===== src/rtl/node_chain_sched_if.sv =====
// node_chain_sched_if
//   Bundles the sequencer's top-level handshake (ST/RD/RES/ERR/STAGE) and the
//   fan-out bus to the child compute nodes (CH_ST/CH_RD/CH_RES).
//
//   Modports:
//     slave  - the sequencer itself: takes ST and the child status, drives
//              RD/RES/ERR/STAGE and the per-child start pulses.
//     master - the environment around it (tree root plus the child nodes).
//
//   Optional: when NODE_SCHED_SKIP_EN is defined an extra SKIP[NSTAGE-1:0]
//   input is present; set bits mark stages that must not be started.
`timescale 1ns/1ps

interface node_chain_sched_if #(
  parameter int NSTAGE = 4,
  parameter int W      = 16
);
  logic                  ST;
  logic                  RD;
  logic [W-1:0]          RES;
  logic                  ERR;
  logic [3:0]            STAGE;
  logic [NSTAGE-1:0]     CH_ST;
  logic [NSTAGE-1:0]     CH_RD;
  logic [NSTAGE*W-1:0]   CH_RES;
`ifdef NODE_SCHED_SKIP_EN
  logic [NSTAGE-1:0]     SKIP;
`endif

  modport slave (
    input  ST,
    input  CH_RD,
    input  CH_RES,
`ifdef NODE_SCHED_SKIP_EN
    input  SKIP,
`endif
    output RD,
    output RES,
    output ERR,
    output STAGE,
    output CH_ST
  );

  modport master (
    output ST,
    output CH_RD,
    output CH_RES,
`ifdef NODE_SCHED_SKIP_EN
    output SKIP,
`endif
    input  RD,
    input  RES,
    input  ERR,
    input  STAGE,
    input  CH_ST
  );
endinterface


===== src/rtl/node_chain_sched.sv =====
// node_chain_sched
//   Runs a chain of child compute nodes in strict index order after a rising
//   edge on ST. Each child gets a one-cycle CH_ST pulse; the sequencer then
//   waits for that child's CH_RD to drop (acknowledge) and rise again
//   (completion), captures its result slice, and immediately starts the next
//   child. The final captured result sits on RES; RD returns high when the
//   chain ends. A per-stage cycle limit (TMO) aborts the run with ERR set.
//
//   Ports:
//     CLK        clock, all state on the rising edge
//     RST        asynchronous active-low reset
//     bus.ST     top-level start (rising edge triggers a run)
//     bus.RD     top-level ready, low while a run is in progress
//     bus.RES    result of the last completed stage
//     bus.ERR    timeout flag for the last run
//     bus.STAGE  index of the stage being run (holds when idle)
//     bus.CH_ST  one-hot, one-cycle child start pulses
//     bus.CH_RD  child ready (idle high, low while busy)
//     bus.CH_RES child results, stage k in bits [k*W +: W]
//
//   Build option NODE_SCHED_SKIP_EN: adds bus.SKIP; bits set at the start edge
//   are latched for the run and those stages are never started.
`timescale 1ns/1ps

module node_chain_sched #(
  parameter int NSTAGE = 4,
  parameter int W      = 16,
  parameter int TMO    = 255
) (
  input  logic CLK,
  input  logic RST,
  node_chain_sched_if.slave bus
);

  localparam int          SW    = (NSTAGE > 1) ? $clog2(NSTAGE) : 1;
  localparam logic [15:0] TMO_L = 16'(TMO);

  typedef enum logic [1:0] {
    IDLE = 2'd0,
    ACK  = 2'd1,
    DONE = 2'd2
  } state_t;

  state_t            state_reg;
  logic              st_q_reg;
  logic              rd_reg;
  logic              err_reg;
  logic [W-1:0]      res_reg;
  logic [3:0]        stage_reg;
  logic [NSTAGE-1:0] ch_st_reg;
  logic [15:0]       cnt_reg;

  // Result slices laid out as an array so the active one can be muxed out.
  logic [W-1:0] res_slice [NSTAGE];
  genvar gi;
  generate
    for (gi = 0; gi < NSTAGE; gi++) begin : g_slice
      assign res_slice[gi] = bus.CH_RES[gi*W +: W];
    end
  endgenerate

  logic [SW-1:0] stage_idx;
  logic          cur_rd;
  logic [W-1:0]  cur_res;
  logic [15:0]   cnt_next;
  logic          timeout;
  logic          start_edge;

  assign stage_idx  = stage_reg[SW-1:0];
  assign cur_rd     = bus.CH_RD[stage_idx];
  assign cur_res    = res_slice[stage_idx];
  assign cnt_next   = cnt_reg + 16'd1;
  // The counter "reaches" TMO on the edge where it would become TMO, so the
  // abort lands exactly TMO cycles after the stage's CH_ST assertion.
  assign timeout    = (cnt_next == TMO_L);
  assign start_edge = bus.ST & ~st_q_reg;

  // Skip masks: the live input is used to pick the first stage on the start
  // edge; the latched copy steers the remainder of the run.
  logic [NSTAGE-1:0] skip_in;
  logic [NSTAGE-1:0] skip_run;
`ifdef NODE_SCHED_SKIP_EN
  logic [NSTAGE-1:0] skip_reg;
  assign skip_in  = bus.SKIP;
  assign skip_run = skip_reg;
`else
  assign skip_in  = '0;
  assign skip_run = '0;
`endif

  // Lowest unskipped stage, and lowest unskipped stage above the current one.
  logic       first_found;
  logic [3:0] first_idx;
  logic       next_found;
  logic [3:0] next_idx;

  always_comb begin
    first_found = 1'b0;
    first_idx   = 4'd0;
    next_found  = 1'b0;
    next_idx    = 4'd0;
    for (int i = NSTAGE - 1; i >= 0; i--) begin
      if (!skip_in[i]) begin
        first_found = 1'b1;
        first_idx   = 4'(i);
      end
      if (!skip_run[i] && (i > int'(stage_reg))) begin
        next_found = 1'b1;
        next_idx   = 4'(i);
      end
    end
  end

  always_ff @(posedge CLK or negedge RST) begin
    if (!RST) begin
      state_reg <= IDLE;
      st_q_reg  <= 1'b0;
      rd_reg    <= 1'b1;
      err_reg   <= 1'b0;
      res_reg   <= '0;
      stage_reg <= 4'd0;
      ch_st_reg <= '0;
      cnt_reg   <= 16'd0;
`ifdef NODE_SCHED_SKIP_EN
      skip_reg  <= '0;
`endif
    end else begin
      st_q_reg <= bus.ST;
      case (state_reg)
        IDLE: begin
          ch_st_reg <= '0;
          if (start_edge) begin
            err_reg <= 1'b0;
`ifdef NODE_SCHED_SKIP_EN
            skip_reg <= bus.SKIP;
`endif
            // With every stage skipped nothing starts and RD stays high.
            if (first_found) begin
              rd_reg    <= 1'b0;
              stage_reg <= first_idx;
              ch_st_reg <= NSTAGE'(1) << first_idx;
              cnt_reg   <= 16'd0;
              state_reg <= ACK;
            end
          end
        end

        ACK: begin
          ch_st_reg <= '0;
          cnt_reg   <= cnt_next;
          if (timeout) begin
            err_reg   <= 1'b1;
            rd_reg    <= 1'b1;
            state_reg <= IDLE;
          end else if (!cur_rd) begin
            state_reg <= DONE;
          end
        end

        DONE: begin
          ch_st_reg <= '0;
          cnt_reg   <= cnt_next;
          // Timeout is checked first so a completion on the same edge loses.
          if (timeout) begin
            err_reg   <= 1'b1;
            rd_reg    <= 1'b1;
            state_reg <= IDLE;
          end else if (cur_rd) begin
            res_reg <= cur_res;
            if (!next_found) begin
              rd_reg    <= 1'b1;
              state_reg <= IDLE;
            end else begin
              stage_reg <= next_idx;
              ch_st_reg <= NSTAGE'(1) << next_idx;
              cnt_reg   <= 16'd0;
              state_reg <= ACK;
            end
          end
        end

        default: begin
          ch_st_reg <= '0;
          rd_reg    <= 1'b1;
          state_reg <= IDLE;
        end
      endcase
    end
  end

  assign bus.RD    = rd_reg;
  assign bus.ERR   = err_reg;
  assign bus.RES   = res_reg;
  assign bus.STAGE = stage_reg;
  assign bus.CH_ST = ch_st_reg;

endmodule

===== src/flat_wrapper.sv =====
// flat-port wrapper written by rule: the top's interface ports become plain ports
module node_chain_sched_flat 
#(
  parameter int NSTAGE = 4,
  parameter int W      = 16,
  parameter int TMO    = 255
)
  (CLK, RST, bus_ST, bus_CH_RD, bus_CH_RES, bus_RD, bus_RES, bus_ERR, bus_STAGE, bus_CH_ST);
  node_chain_sched_if #(.NSTAGE(NSTAGE), .W(W)) bus_i ();
  input  logic CLK;
  input  logic RST;
  input wire logic [$bits(bus_i.ST)-1:0] bus_ST;
  input wire logic [$bits(bus_i.CH_RD)-1:0] bus_CH_RD;
  input wire logic [$bits(bus_i.CH_RES)-1:0] bus_CH_RES;
  output wire logic [$bits(bus_i.RD)-1:0] bus_RD;
  output wire logic [$bits(bus_i.RES)-1:0] bus_RES;
  output wire logic [$bits(bus_i.ERR)-1:0] bus_ERR;
  output wire logic [$bits(bus_i.STAGE)-1:0] bus_STAGE;
  output wire logic [$bits(bus_i.CH_ST)-1:0] bus_CH_ST;
  assign bus_i.ST = bus_ST;
  assign bus_i.CH_RD = bus_CH_RD;
  assign bus_i.CH_RES = bus_CH_RES;
  assign bus_RD = bus_i.RD;
  assign bus_RES = bus_i.RES;
  assign bus_ERR = bus_i.ERR;
  assign bus_STAGE = bus_i.STAGE;
  assign bus_CH_ST = bus_i.CH_ST;
  node_chain_sched #(.NSTAGE(NSTAGE), .W(W), .TMO(TMO)) u_core (.CLK(CLK), .RST(RST), .bus(bus_i));
endmodule

===== config.mk =====
export PLATFORM = sky130hd
export DESIGN_NAME = node_chain_sched_flat
export DESIGN_NICKNAME = d
export VERILOG_FILES = /design/src/rtl/node_chain_sched_if.sv /design/src/rtl/node_chain_sched.sv /design/src/flat_wrapper.sv
export SDC_FILE = /design/constraint.sdc
export NUM_CORES = 1
export LEC_CHECK = 0
export CAP_MARGIN = 20
export CORE_ASPECT_RATIO = 0.9
export CORE_MARGIN = 4
export CORE_UTILIZATION = 47
export DETAILED_ROUTE_END_ITERATION = 16
export PLACE_DENSITY = 0.9
export SLEW_MARGIN = 40
export SYNTH_ARGS = -nofsm -noshare
export SYNTH_HDL_FRONTEND = slang
export SYNTH_SLANG_ARGS = --single-unit
export TNS_END_PERCENT = 5

===== constraint.sdc =====
create_clock -name CLK -period 3.51 [get_ports CLK]
set_clock_uncertainty 0.2 [all_clocks]
set_input_delay 0.702 -clock CLK [delete_from_list [all_inputs] [get_ports CLK]]
set_output_delay 0.702 -clock CLK [all_outputs]
set_load 0.005 [all_outputs]

**Word-level counts from Yosys, hierarchy flattened**

Index checks and enable logic that the tools add are counted.

- Register bits: 45
- Input port bits: 71
- Word-level logic and storage cells: 82
- Output and inout port bits: 26

- Add/subtract/negate cells: 1
- Equality and inequality tests: 12
- Order comparisons: 5
- Reduce and logical (&&, ||, !) cells: 11
- Shifts and indexed selects: 1
- Multiplexer cells: 40
- Bitwise logic cells: 4

Operators with widths:

| kind | number |
|---|---|
| 16-bit two-way mux | 6 |
| 16-bit case mux with 3 select lines | 1 |
| 4-bit two-way mux | 9 |
| 16-bit binary-select mux with 2-bit select | 1 |
| 16-bit by 1-bit adder with 16-bit output (second input constant) | 1 |
| 16-bit by 8-bit == test with 1-bit output (second input constant) | 1 |
| 4-bit case mux with 2 select lines | 2 |
| 2-bit two-way mux | 6 |
| 1-bit two-way mux | 11 |
| 2-bit by 1-bit inequality test with 1-bit output (second input constant) | 5 |
| 3-bit AND reduction | 3 |
| 2-bit by 4-bit > comparator with 1-bit output (first input constant) | 2 |
| 2-bit case mux with 3 select lines | 1 |
| 5-bit AND reduction | 1 |
| 1-bit by 4-bit > comparator with 1-bit output (first input constant) | 1 |
| 4-bit AND reduction | 1 |
| 2-bit nonzero test | 2 |
| 1-bit by 4-bit << shifter with 4-bit output (first input constant) | 1 |
| 3-bit >= comparator (second input constant) | 1 |
| 2-bit by 3-bit less-than comparator with 1-bit output (second input constant) | 1 |
| 3-bit by 1-bit inequality test with 1-bit output (second input constant) | 1 |
| 3-bit by 2-bit inequality test with 1-bit output (second input constant) | 1 |
| 3-bit inequality test (second input constant) | 1 |
| 2-bit NOT with 3-bit output | 1 |
| other kinds (12) | 13 |

**Logic depth before layout (Yosys ltp)**

- Word-level depth: 9
- Gate-level depth with buffers: 9
- Depth with buffers taken out: 8

**Worst setup path after synthesis**

OpenSTA, ideal clock, no wires.

- Path kind: register to register
- Start point: register u_core.cnt_reg[1]
- End point: register u_core.res_reg[10] (netlist: u_core.bus.RES[10])
- Clock period less this slack: 2906 ps
- Setup time: 125 ps
- Slack: 604 ps
- Required time: 3185 ps
- Arrival time: 2581 ps
- Stages on the path, launching flop included: 10
- Buffers on the path: 2
- Path through: dfrtp_1 ha_1 and4_1 buf_6 and2_4 o311a_1 nor4b_4 a21oi_4 buf_6 mux2_4

- Word-level cells in the longest chain between the ends: 4

RTL lines:

| element | line | text |
|---|---|---|
| start, declared | node_chain_sched.sv:51 | `logic [15:0] cnt_reg;` |
| start signal, assigned | node_chain_sched.sv:150 | `cnt_reg <= cnt_next;` |
| start signal, assigned | node_chain_sched.sv:162 | `cnt_reg <= cnt_next;` |
| 16-bit by 1-bit adder with 16-bit output | node_chain_sched.sv:72 | `assign cnt_next = cnt_reg + 16'd1;` |
| 16-bit by 8-bit == test with 1-bit output | node_chain_sched.sv:75 | `assign timeout = (cnt_next == TMO_L);` |
| 1-bit NOT (no source line) | -- |  |
| 3-bit AND reduction (no source line) | -- |  |
| end signal, assigned | node_chain_sched.sv:169 | `res_reg <= cur_res;` |
| end, declared | node_chain_sched.sv:48 | `logic [W-1:0] res_reg;` |

Every way passes these cells.
A chain may end at the register's enable or synchronous reset.

**Worst setup path after layout**

- Start point: register u_core.cnt_reg[1]
- End point: register u_core.res_reg[1] (netlist: u_core.bus.RES[1])

Same word-level chain as after synthesis.

==> run metrics <==
Area Overhead vs Synth=37.0%; # rows=27; Commonest cells post-synth=dfrtp_1, nor2_1, nand2_1; RR Startpoint=u_core.cnt_reg[1]$_DFFE_PN0P_; reg2reg setup slack=about 0.3 ns; Post-synth top flop=dfrtp_1; layout cells sized above 1=0.156; Post-Synth Adder-Cell Area=0.0461; Yosys warnings=0; Max-Cap Viols=0; #FFs+latches synth=43; arrival time at the worst endpoint=3.19 ns; largest family of logic cells by synthesized area=multiplexers; vias in the first global route=2726; Clock Path Buffers=2; grt ovf=0; Initial DRT Pass Iterations=5; Pleak=~1.6 nW; post-synth cell types=52; Worst R2R End=u_core.bus.RES[1]$_DFFE_PN0P_; Worst VDD drop=0.434 mV; post_cts resized=0; CTS root buf=clkbuf_8; WL final=~8000 um; ant diodes=0; Final Max Tran Viols=0; nets=460; Critical Path Sink Type=register; antenna violations before repair=0; Max-slew headroom=0.533; worst slew pin tran=0.699 ns; Synth Area in Simple Gates=0.167; Worst Slack Setup Final=0.307 ns; status=finished, final reports clean; Max Freq=approximately 0.31 GHz; DRC viols=0; port bufs=between 90 and 100; Num CTS Buffers=5; Fillers=475; Pwr Density=578 nW/um2; CTS tree=done; Seq/Total Area, Yosys=0.361; Synth Instances=approximately 290; R2R depth=7; Antenna Violating Nets Remaining=0; critical path class=register to register; post-layout util=0.664; Fin. Hold Viols=0; Initial Util=0.485; Multi-input gate area=1750 um2; first-pass GRT wire length=13200 um; worst endpoint required time=3.50 ns; top post-synthesis cells by area=dfrtp_1, mux4_2, ha_1; Worst Path Max Fanout=19; Avg Inst Size Synth=10.5 um2; total number of vias=2702; GRT Overall Usage=0.212; Startpoint Class=register; TNS Setup=0 ns; fin crit share=0.912; Final Hold Slack=roughly 0.18 ns; Post-CTS Hold Buffers=0; area of the mapped netlist=2980 um2; Via-to-Cell Ratio=5.80; largest net degree at the start of global routing=44; # clock sinks=43; 1st-iter DRT viols=about 130; Max H-tree Level=2; wire per inst=17.2 um; Post-synth EDFFs=0; mux cell area share after synthesis=0.226; Final min period=roughly 3.2 ns; num ports=97; Worst Hold Class=primary input to async pin; GPL Wtd Cong=0.919; later-pin clock latency in the skew report=0.29 ns; RSZ-0062 raised after global routing=false; Placement Setup Slack=0.309 ns; CORE AREA=6150 um2; Die H=83.6 um; final setup violation count=0; Synth async-reset ratio=1.00; Die W=between 90 and 100 um; dpl hpwl=6270 um; Sequential Area=1080 um2; Post-Synth XOR/XNOR Area=0.0117; Die Area=between 7000 and 8000 um2; post-CTS setup buffer count=0; Yosys top cell area share=0.352; Worst-path clk slew=0.09 ns; most common cell in the netlist=dfrtp_1; largest area contributor in the netlist=dfrtp_1; post-synthesis compound-gate area fraction=0.134
[critical path, stage by stage, from the launching register on]
cell and delay, ns:
dfrtp_1 0.43, ha_1 0.29, and4_1 0.42, nand4_1 0.17
mux2i_1 0.32, nor2_1 0.22, a21oi_4 0.62, mux2_2 0.42
[cell type report]
class	count	share of cell area
inverter	17	0.0156
sequential	43	0.264
multi-input combinational	209	0.429
clock inverter	2	0.00306
timing repair buffer	102	0.244
clock buffer	6	0.0178
tap	87	0.0266
[cells in the final DEF (no fill, tap or decap), types with 2 or more instances in the layout]
| cell type | instances |
|---|---|
| a21oi_1 | 7 |
| a221oi_1 | 3 |
| a31o_2 | 2 |
| a31oi_1 | 7 |
| a41oi_1 | 2 |
| and2_1 | 7 |
| and3_1 | 6 |
| and4_1 | 3 |
| buf_4 | 9 |
| clkbuf_8 | 5 |
| clkdlybuf4s50_1 | 93 |
| conb_1 | 2 |
| dfrtp_1 | 42 |
| ha_1 | 11 |
| inv_1 | 17 |
| mux2_2 | 12 |
| mux2_4 | 7 |
| mux2i_1 | 5 |
| mux4_2 | 17 |
| nand2_1 | 20 |
| nand2b_1 | 4 |
| nand3_1 | 12 |
| nand4_1 | 4 |
| nor2_1 | 24 |
| nor3_1 | 3 |
| o21ai_0 | 15 |
| o221ai_1 | 2 |
| o22ai_1 | 10 |
| o311a_1 | 2 |
| xor2_1 | 3 |
[through the flow]
stage	cell area, um2	power, mW	instances
6_report	4090	2.36	466
5_1_grt	4090	2.53	466
4_1_cts	4090	2.38	466
3_5_place_dp	4000	2.05	458
3_3_place_gp	4000	2.00	458
2_1_floorplan	2990	1.52	286
[report_power, final]
group	leakage [nW]	switching (mW)	internal, mW
clock network	0.0412	0.172	0.139
registers	0.558	0.116	0.632
logic	1.02	0.558	0.745
[routing by layer]
layer,up-vias,global-route usage,part of all wire
li1,1248,-,-
met2,137,0.355,0.51
met1,1303,0.267,0.39
met4,0,0.0648,0.016
met3,14,0.0577,0.082
met5,-,0,0
[how the worst max path moves through the flow]
stage	start	end	depth (start not counted)
after floorplan	u_core.cnt_reg[1]$_DFFE_PN0P_	u_core.bus.RES[10]$_DFFE_PN0P_	9
after global placement	u_core.cnt_reg[3]$_DFFE_PN0P_	u_core.bus.RES[1]$_DFFE_PN0P_	6
after detailed placement	u_core.cnt_reg[1]$_DFFE_PN0P_	u_core.bus.RES[1]$_DFFE_PN0P_	7
after CTS	u_core.cnt_reg[1]$_DFFE_PN0P_	u_core.bus.RES[1]$_DFFE_PN0P_	7
after global routing	u_core.cnt_reg[1]$_DFFE_PN0P_	u_core.bus.RES[2]$_DFFE_PN0P_	7
final	u_core.cnt_reg[1]$_DFFE_PN0P_	u_core.bus.RES[1]$_DFFE_PN0P_	7
[logic make-up (layout without fill, tap and decap cells)]
logic type,Yosys count,in the layout
flops,43,43
compound gates,59,59
xor+xnor,4,4
mux,41,41
simple gates,92,92
buf+inv,34,127
fa+ha+maj,11,11
other cells,1,2
(Power assumes the default switching activity.)
==> patch: new RTL, same flow settings <==
The 3 states of `state_t` get a one-hot encoding in 3 bits.
--- a/src/rtl/node_chain_sched.sv
+++ b/src/rtl/node_chain_sched.sv
@@ -37,6 +37,6 @@
 
-  typedef enum logic [1:0] {
-    IDLE = 2'd0,
-    ACK  = 2'd1,
-    DONE = 2'd2
+  typedef enum logic [2:0] {
+    IDLE = 3'b001,
+    ACK  = 3'b010,
+    DONE = 3'b100
   } state_t;
Formal check against the unedited RTL: same outputs for any inputs over 10 cycles, from zero or initial values and one cycle with RST low; not proved beyond that.
==> patch against the original RTL <==
- routed wire length is 1.3% higher
- sequential share of layout area is 0.63 points higher
- largest cell class unchanged
- first-iteration DRC count is 71% higher
- cell area hardly changed
- synthesized area is 3.4% higher
- setup slack better by 19 ps
- critical path depth is 1 higher
- sequential cell count is 1 higher
- count of clock-buffer cells in the layout is 1 lower
- via count is 1.9% lower
- synthesized cell count is 5.6% lower
Power is not compared: it rests on default switching activity, and its combinational part moved more than twofold at a synthesized area within 25%.
==> patch: results <==
{
  "cp_slowest_cell": "dfrtp_1",
  "clock_latency_ps": 310,
  "r2r_slack_ps": 330,
  "wl_per_cell_um": 18.3,
  "synth.area.top_cells": "dfrtp_1, mux4_2, mux2_4",
  "layout-drive-gt1-share_pct": 20.2,
  "synth_common_cells": "dfrtp_1, nand2_1, mux4_2, nor2_1, o21ai_0",
  "outcome": "finished clean",
  "netlist_instances": 269,
  "seq_area_frac_synth_pct": 35.8,
  "vias": 2650,
  "grt_pass1_wl_um": 13300,
  "dp_hpwl_um": 6180,
  "worstPathArrival_ps": 3170,
  "tightest_slew_ps": 800,
  "vias_per_cell": 5.98,
  "r2r_start": "u_core.cnt_reg[0]",
  "dpl.cell_count": 435,
  "reg2regPathDepth": 8,
  "cp_slowest_stage_delay_ps": 490,
  "rr_endpoint": "u_core.cnt_reg[14]",
  "grt_max_degree": 45,
  "path_max_fanout": 11,
  "nets": 433,
  "groute.usage.overall_pct": 21.0,
  "grt_pass1_vias": 2751,
  "drtIter0Drc": 227
}
[patch: cell count changes after synthesis, moves of 4 or more]
cell	delta
and2_1	-4
nor2_1	-9
o211ai_1	+7
o2111ai_1	+5
o22ai_1	-8
buf_2	-6
and3_1	-4
ha_1	-4
inv_1	-9
a31oi_1	-5
[patch: worst max-delay path by stage]
stage | from | to | slack, ps | cells past startpoint
2_1_floorplan | u_core.cnt_reg[0] | u_core.bus.RES[10] | 720 | 10
3_3_place_gp | u_core.cnt_reg[0] | u_core.bus.RES[13] | 570 | 9
3_5_place_dp | u_core.cnt_reg[0] | u_core.cnt_reg[14] | 350 | 8
4_1_cts | u_core.cnt_reg[0] | u_core.cnt_reg[14] | 370 | 8
5_1_grt | u_core.cnt_reg[0] | u_core.cnt_reg[14] | 70 | 8
6_report | u_core.cnt_reg[0] | u_core.cnt_reg[14] | 330 | 8
[patch: layout make-up]
class | instances | area [um2]
Clock inverter | 3 | 42.5
Fill cell | 477 | 2160
Inverter | 8 | 30.0
Multi-Input combinational cell | 198 | 1770
Clock buffer | 5 | 68.8
Sequential cell | 44 | 1100
Tap cell | 87 | 109
Timing Repair Buffer | 98 | 968
[patch: metal layers]
layer | share of wire (%) | routed length (um) | GRT usage (%)
met1 | 39 | 3150 | 25.9
met2 | 53 | 4320 | 36.9
met3 | 5.9 | 479 | 3.37
met4 | 2.2 | 176 | 7.59
met5 | 0 | 0 | 0
[patch: cell families after synthesis]
logic type	Yosys count	share of synthesized area (%)
simple gates	93	19.1
compound gates	55	13.4
flops	44	35.8
mux	37	20.6
buf+inv	28	7.06
fa+ha+maj	7	2.84
xor+xnor	4	1.14
other cells	1	0.122
[patch: power breakdown]
part           switching (mW)  total, mW  internal, mW  leakage [nW]
sequential             0.0364      0.591         0.554         0.580
combinational           0.102      0.304         0.202         0.949
clock                   0.190      0.401         0.211        0.0541
[patch: through the flow]
stage	utilization (%)	cell area [um2]	hold WS (ps)
after floorplan	-	3090	206
after CTS	65.4	4090	206
after global placement	63.6	3970	281
after detailed placement	63.6	3980	291
final	65.4	4090	184
after global routing	65.4	4090	231
